`src/rtl/fim_wrack_scfifo.sv`:
```
// Single-clock FIFO: valid/ready handshake on the write side, rdreq pop with
// one-cycle registered rdata/rvalid on the read side.
module fim_wrack_scfifo #(
  parameter int unsigned DATA_WIDTH            = 32,
  parameter int unsigned DEPTH_LOG2            = 5,
  parameter int unsigned ALMOST_FULL_THRESHOLD = 2**(DEPTH_LOG2-1)
) (
  input  logic                  clk,
  input  logic                  reset,
  input  logic [DATA_WIDTH-1:0] wdata,
  input  logic                  wvalid,
  output logic                  wready,
  input  logic                  rdreq,
  output logic [DATA_WIDTH-1:0] rdata,
  output logic                  rvalid,
  output logic [DEPTH_LOG2:0]   usedw,
  output logic                  empty,
  output logic                  full,
  output logic                  almfull,
  output logic                  underflow
);

  localparam int unsigned         DEPTH     = 2**DEPTH_LOG2;
  localparam logic [DEPTH_LOG2:0] DEPTH_CNT = DEPTH[DEPTH_LOG2:0];
  localparam logic [DEPTH_LOG2:0] AF_THR    = ALMOST_FULL_THRESHOLD[DEPTH_LOG2:0];
  localparam logic [DEPTH_LOG2:0] PTR_ONE   = {{DEPTH_LOG2{1'b0}}, 1'b1};

  logic [DATA_WIDTH-1:0] mem [DEPTH];
  logic [DEPTH_LOG2:0]   wptr;
  logic [DEPTH_LOG2:0]   rptr;
  logic                  wr_en;
  logic                  rd_en;

  // Flags derive only from the registered pointers, so wready has no path
  // from wvalid or rdreq.
  always_comb begin
    usedw   = wptr - rptr;
    empty   = (usedw == '0);
    full    = (usedw == DEPTH_CNT);
    almfull = (usedw >= AF_THR);
    wready  = ~full;
    wr_en   = wvalid & wready;
    rd_en   = rdreq & ~empty;
  end

  always_ff @(posedge clk) begin
    if (wr_en && !reset) begin
      mem[wptr[DEPTH_LOG2-1:0]] <= wdata;
    end
  end

  always_ff @(posedge clk) begin
    if (reset) begin
      wptr      <= '0;
      rptr      <= '0;
      rdata     <= '0;
      rvalid    <= 1'b0;
      underflow <= 1'b0;
    end else begin
      rvalid <= rd_en;
      if (wr_en) begin
        wptr <= wptr + PTR_ONE;
      end
      if (rd_en) begin
        rptr  <= rptr + PTR_ONE;
        rdata <= mem[rptr[DEPTH_LOG2-1:0]];
      end
      if (rdreq && empty) begin
        underflow <= 1'b1;
      end
    end
  end

endmodule

```
`config.mk`:
```
export PLATFORM = sky130hd
export DESIGN_NAME = fim_wrack_scfifo
export DESIGN_NICKNAME = d
export VERILOG_FILES = /design/src/rtl/fim_wrack_scfifo.sv
export SDC_FILE = /design/constraint.sdc
export NUM_CORES = 1
export LEC_CHECK = 0
export ABC_AREA = 1
export ABC_CLOCK_PERIOD_IN_PS = 6300
export CAP_MARGIN = 20
export CORE_MARGIN = 2
export CORE_UTILIZATION = 35
export DETAILED_ROUTE_END_ITERATION = 16
export MAX_ROUTING_LAYER = met4
export PLACE_DENSITY = 0.53
export SLEW_MARGIN = 0
export SYNTH_ARGS = -nofsm -noshare
export SYNTH_HDL_FRONTEND = slang
export SYNTH_SLANG_ARGS = --single-unit
```
`constraint.sdc`:
```
create_clock -name clk -period 6.3 [get_ports clk]
set_clock_uncertainty 0.2 [all_clocks]
set_input_delay 0.63 -clock clk [delete_from_list [all_inputs] [get_ports clk]]
set_output_delay 0.63 -clock clk [all_outputs]
set_load 0.05 [all_outputs]
```
Word level (Yosys, flattened, before mapping)
Memory sizes are Yosys's and may differ from the RTL's. A register that Yosys moved wholly into a read port is not among the register bits.
Index checks and enable logic that the tools add are counted.
{ "word_totals": {"reg_bits": 14, "ramBits": 1024, "in_bits": 36, "wordCells": 20, "n_memories": 1} }
{ "memory_table": {"columns": ["memory", "depth", "word_bits", "read_ports", "rd_clocked_by_memory_dff", "write_ports", "line_no", "rtl"], "rows": [
  ["mem", 32, 32, 1, 1, 1, "28", "logic [DATA_WIDTH-1:0] mem [DEPTH];"]
]} }
{ "op_classes": {"n_addsub": 3, "n_lt_le_gt_ge": 1, "eq_ne": 1, "muxes": 2, "bitwise_logic": 4, "n_reduce_logical": 4} }
{ "ops": {"columns": ["op", "count"], "rows": [
  ["adder 6 x 1 -> 6 bit, second input constant", 2],
  ["equality test 6 bit, second input constant", 1],
  [">= comparator 6 x 5 -> 1 bit, second input constant", 1],
  ["logical NOT 6 bit", 1],
  ["subtractor 6 bit", 1],
  ["bitwise AND 1 bit", 2],
  ["logical AND 1 bit", 2],
  ["two-way mux 1 bit", 2],
  ["inverter 1 bit", 2],
  ["logical NOT 1 bit", 1]
]} }

Logic depth before layout (Yosys ltp)
{ "depth": {"ltp_word": 7, "depth_mapped": 17, "depth_no_buf": 14} }

Worst setup path before layout
OpenSTA, ideal clock, no wires.
{ "synth_timing": {"path_kind": "register -> register", "from": "register rptr[2]", "to": "memory mem[12][0] (enable)", "arrival_ns": 4.669, "setup_slack_ns": 0.970, "path_stages_with_launch": 16, "path_buffers": 4, "synth_period_minus_slack_ns": 5.330, "cell_sequence": "dfxtp_1 > buf_2 > inv_1 > buf_2 > buf_1 > ha_1 > nand2_1 > nand2_1 > nand2_1 > nand3_1 > nand2_1 > nand2_1 > nand2_2 > nand3_1 > buf_2 > nor3_1"} }
{ "synth_via": {"elab_chain_len": 7} }
{ "synth_rtl": {"columns": ["item", "line_no", "rtl"], "rows": [
  ["from (decl)", "30", "logic [DEPTH_LOG2:0] rptr;"],
  ["from (signal assigned)", "65", "rptr <= rptr + PTR_ONE;"],
  ["subtractor 6 bit", "37", "usedw = wptr - rptr;"],
  ["named net usedw[5]", "16", "output logic [DEPTH_LOG2:0] usedw,"],
  ["equality test 6 bit", "39", "full = (usedw == DEPTH_CNT);"],
  ["inverter 1 bit", "41", "wready = ~full;"],
  ["bitwise AND 1 bit", "42", "wr_en = wvalid & wready;"],
  ["logical AND 1 bit", "47", "if (wr_en && !reset) begin"],
  ["two-way mux 1 bit", "47", null],
  ["two-way mux 1 bit (not written as such)", "48", "mem[wptr[DEPTH_LOG2-1:0]] <= wdata;"],
  ["to (decl)", "28", null]
]} }
The timed path passes the listed nets, and every way through them passes these cells.

Worst setup path after layout
{ "layout_timing": {"from": "register rptr[2]", "to": "output empty"} }
{ "layout_via": {"elab_chain_len": 2} }
{ "layout_rtl": {"columns": ["item", "line_no", "rtl"], "rows": [
  ["subtractor 6 bit", "37", null],
  ["logical NOT 6 bit", "38", "empty = (usedw == '0);"],
  ["to (decl)", "17", "output logic empty,"]
]} }
Every way passes these cells.

==> out/metrics.yaml <==
cts:
  cts_buffer_depth: 3
  clock-root-buffer: "clkbuf_16"
  hold_buffers: 0
  postCtsSetupRepairBufs: 0
  cts_tree: "yes"
  clk_pin_slew_ns: 0.06
  cts_sinks: 1070
  numCtsBuffers: 112
  htree_levels: 3
  clk-insertion-delay-late_ns: 0.71
  cts_resized: 0
floorplanning:
  initial_core_util_pct: 35.4
  ioPinCount: 80
  die_x_um: 361
  coreArea_mm2: 0.126
  fp-row-count: 130
  fp.dieH_um: 361
  dieArea_mm2: 0.130
setup_path:
  cp_top_family: "buffers and inverters"
  r2r_slack_ns: 1.19
  cpMostUsedCell: "nand2_1"
  worst_setup_path_start_kind: "register"
  criticalPathCategory: "reg2out"
  path_cells: "clkinv_2 > ha_1 > a21oi_1 > nand2_1 > nand2_1 > nand3_1 > nor2_2 > nand2_1 > buf_4 > inv_1 > clkdlybuf4s50_1"
  cp-end-kind: "output pin"
  r2r_cells: 13
  path_buf_inv: 4
  rr_startpoint: "rptr[2]"
  cp_max_fo: 30
  startpoint: "rptr[2]"
  critPathMaxStageDelay_ns: 0.87
  r2r_end: "mem[26][17]"
  arrival_ns: 4.60
  cp_num_cells: 11
  cp.required_ns: 5.47
  cpMaxStageDelayCell: "clkdlybuf4s50_1"
final_layout:
  final_nets: 4248
  area_growth_pct: 15.3
  final_core_util_pct: 40.8
  final_cell_mix: "1198 x nand2_1, 1024 x edfxtp_1, 597 x nor2_1"
  layout-drive-gt1-share_pct: 9.19
  instances_no_fill: 5952
  final_common_cell: "nand2_1"
sta:
  rsz0062_at_grt: "false"
  min_period_ns: 5.43
  tns_ns: 0
  timing.fmax_mhz: 184
  period_share_pct: 86.2
  finalSetupViolations: 0
  hold_slack_ns: 0.261
  tightestPinTransition_ns: 0.981
  hold_viol_final: 0
  max_slew_margin_pct: 34.6
  report.final.slew_viol_count: 0
global_routing:
  antenna_found_initial: 4
  overflow: 0
  grt_util_all_layers_pct: 19.6
  first_global_vias: 28200
  grt_pass1_wl_mm: 187
  grt_start_max_net_pins: 167
worst_hold_path:
  hp-start: "underflow"
  hold_end: "underflow"
  holdPathStages: 2
  hp-class: "reg2reg"
synth:
  syn_inst: 4116
  yosysSeqAreaShare_pct: 71.0
  yosysWarnings: 0
  async_flop_share_pct: 0
  synth.area.top_cells: "edfxtp_1 69%, nand2_1 10%, nor2_1 5.0%"
  synth_area_leader_cell: "edfxtp_1"
  synth_nets: 4163
  avgSynthCellArea_um2: 10.8
  synth_edf_count: 1024
  yosysTopAreaCellShare_pct: 68.9
  synth_area_mm2: 0.0446
  synth_seq_cells: 1070
  synthDistinctLibCells: 27
  synthFlopType: "edfxtp_1"
route:
  routed-via-count: 29300
  route.detailed.drc: 0
  firstDrtPassIters: 6
  vias_per_cell: 4.92
  drtIter0Drc: 2925
  wirelength_mm: 125
  drtAntennaViolNets: 0
  routedWlPerCell_um: 20.9
power_and_ir_drop:
  swShare_pct: 29.0
  p_leak_nw: 19.3
  p_total_w: 0.0180
  p_int_w: 0.0127
  p_switching_w: 0.00521
  p_seq_share_pct: 44.7
  power_density_mw_per_mm2: 349
  ir_drop_uv: 234
  pwr-share-clk_pct: 37.8
  pwr-share-comb_pct: 17.5
placement:
  dpl.cell_count: 5730
  portBuffers: 79
  gp_congestion: 0.811
  dp_hpwl_mm: 68.3
outcome:
  status: "finished, final reports clean"
flow_run:
  max_cap_violations: 0
-- metal layers --
layer / global-route usage [%] / share of wire, %
met1: 27.8 / 47
met2: 30.4 / 46
met3: 2.26 / 5.5
met4: 4.51 / 1.9
met5: - / 0
-- tightest hold or removal path, delay by kind of cell (launching register included) --
family	cells	cell delay (ns)
DFF	1	0.31
buffers and inverters	1	0.05
AOI/OAI and AO/OA	1	0.05
-- cells in the mapped netlist, types with 29 or more instances --
master    number
a21oi_1       81
a21oi_2       29
buf_2        117
clkbuf_1      71
dfxtp_1       46
edfxtp_1    1024
inv_1        252
nand2_1     1199
nand3_1      311
nor2_1       598
nor2_2        30
nor3_1        33
o21ai_0      244
-- per-stage QoR --
stage          cell area, µm²  setup slack (ns)
6_report                51400             0.869
5_1_grt                 51400             0.705
4_1_cts                 51200             0.891
3_5_place_dp            47500              1.27
3_3_place_gp            47400              1.27
2_1_floorplan           44600             0.970
-- power groups by stage --
stage	Sequential (W)	Clock, W	Combinational (W)
2_1_floorplan	0.00830	0	0.00200
3_3_place_gp	0.00819	0	0.00312
3_5_place_dp	0.00818	0	0.00313
4_1_cts	0.00804	0.00690	0.00315
5_1_grt	0.00804	0.00718	0.00350
6_report	0.00803	0.00678	0.00314
-- worst max path at each step --
stage | slack (ns) | to
detailed placement | 1.27 | mem[25][17]
floorplan | 0.97 | mem[12][0]
finish | 0.87 | empty
global placement | 1.27 | mem[26][17]
global route | 0.70 | empty
CTS | 0.89 | empty
-- layout make-up --
cell class,count,area (µm²)
fill,11900,74700
timing repair buffer,201,1920
antenna,3,7.51
sequential,1070,31700
inverter,260,993
multi-input combinational,2556,11000
clock inverter,64,727
tap,1650,2060
clock buffer,148,3040
-- sequential cells by signal, summed over array words and instances, names as in the netlist --
name	cells
mem	1024
rdata	32
underflow	1
rvalid	1
rptr	6
wptr	6
-- cell families after synthesis --
| family | count (synthesis) | share of synthesized area [%] |
|---|---|---|
| simple gates | 2179 | 19.5 |
| fa+ha+maj | 11 | 0.325 |
| compound gates | 366 | 4.35 |
| buf+inv | 490 | 4.79 |
| flops | 1070 | 71.0 |
Note: power is estimated with default switching activity, not from simulation.
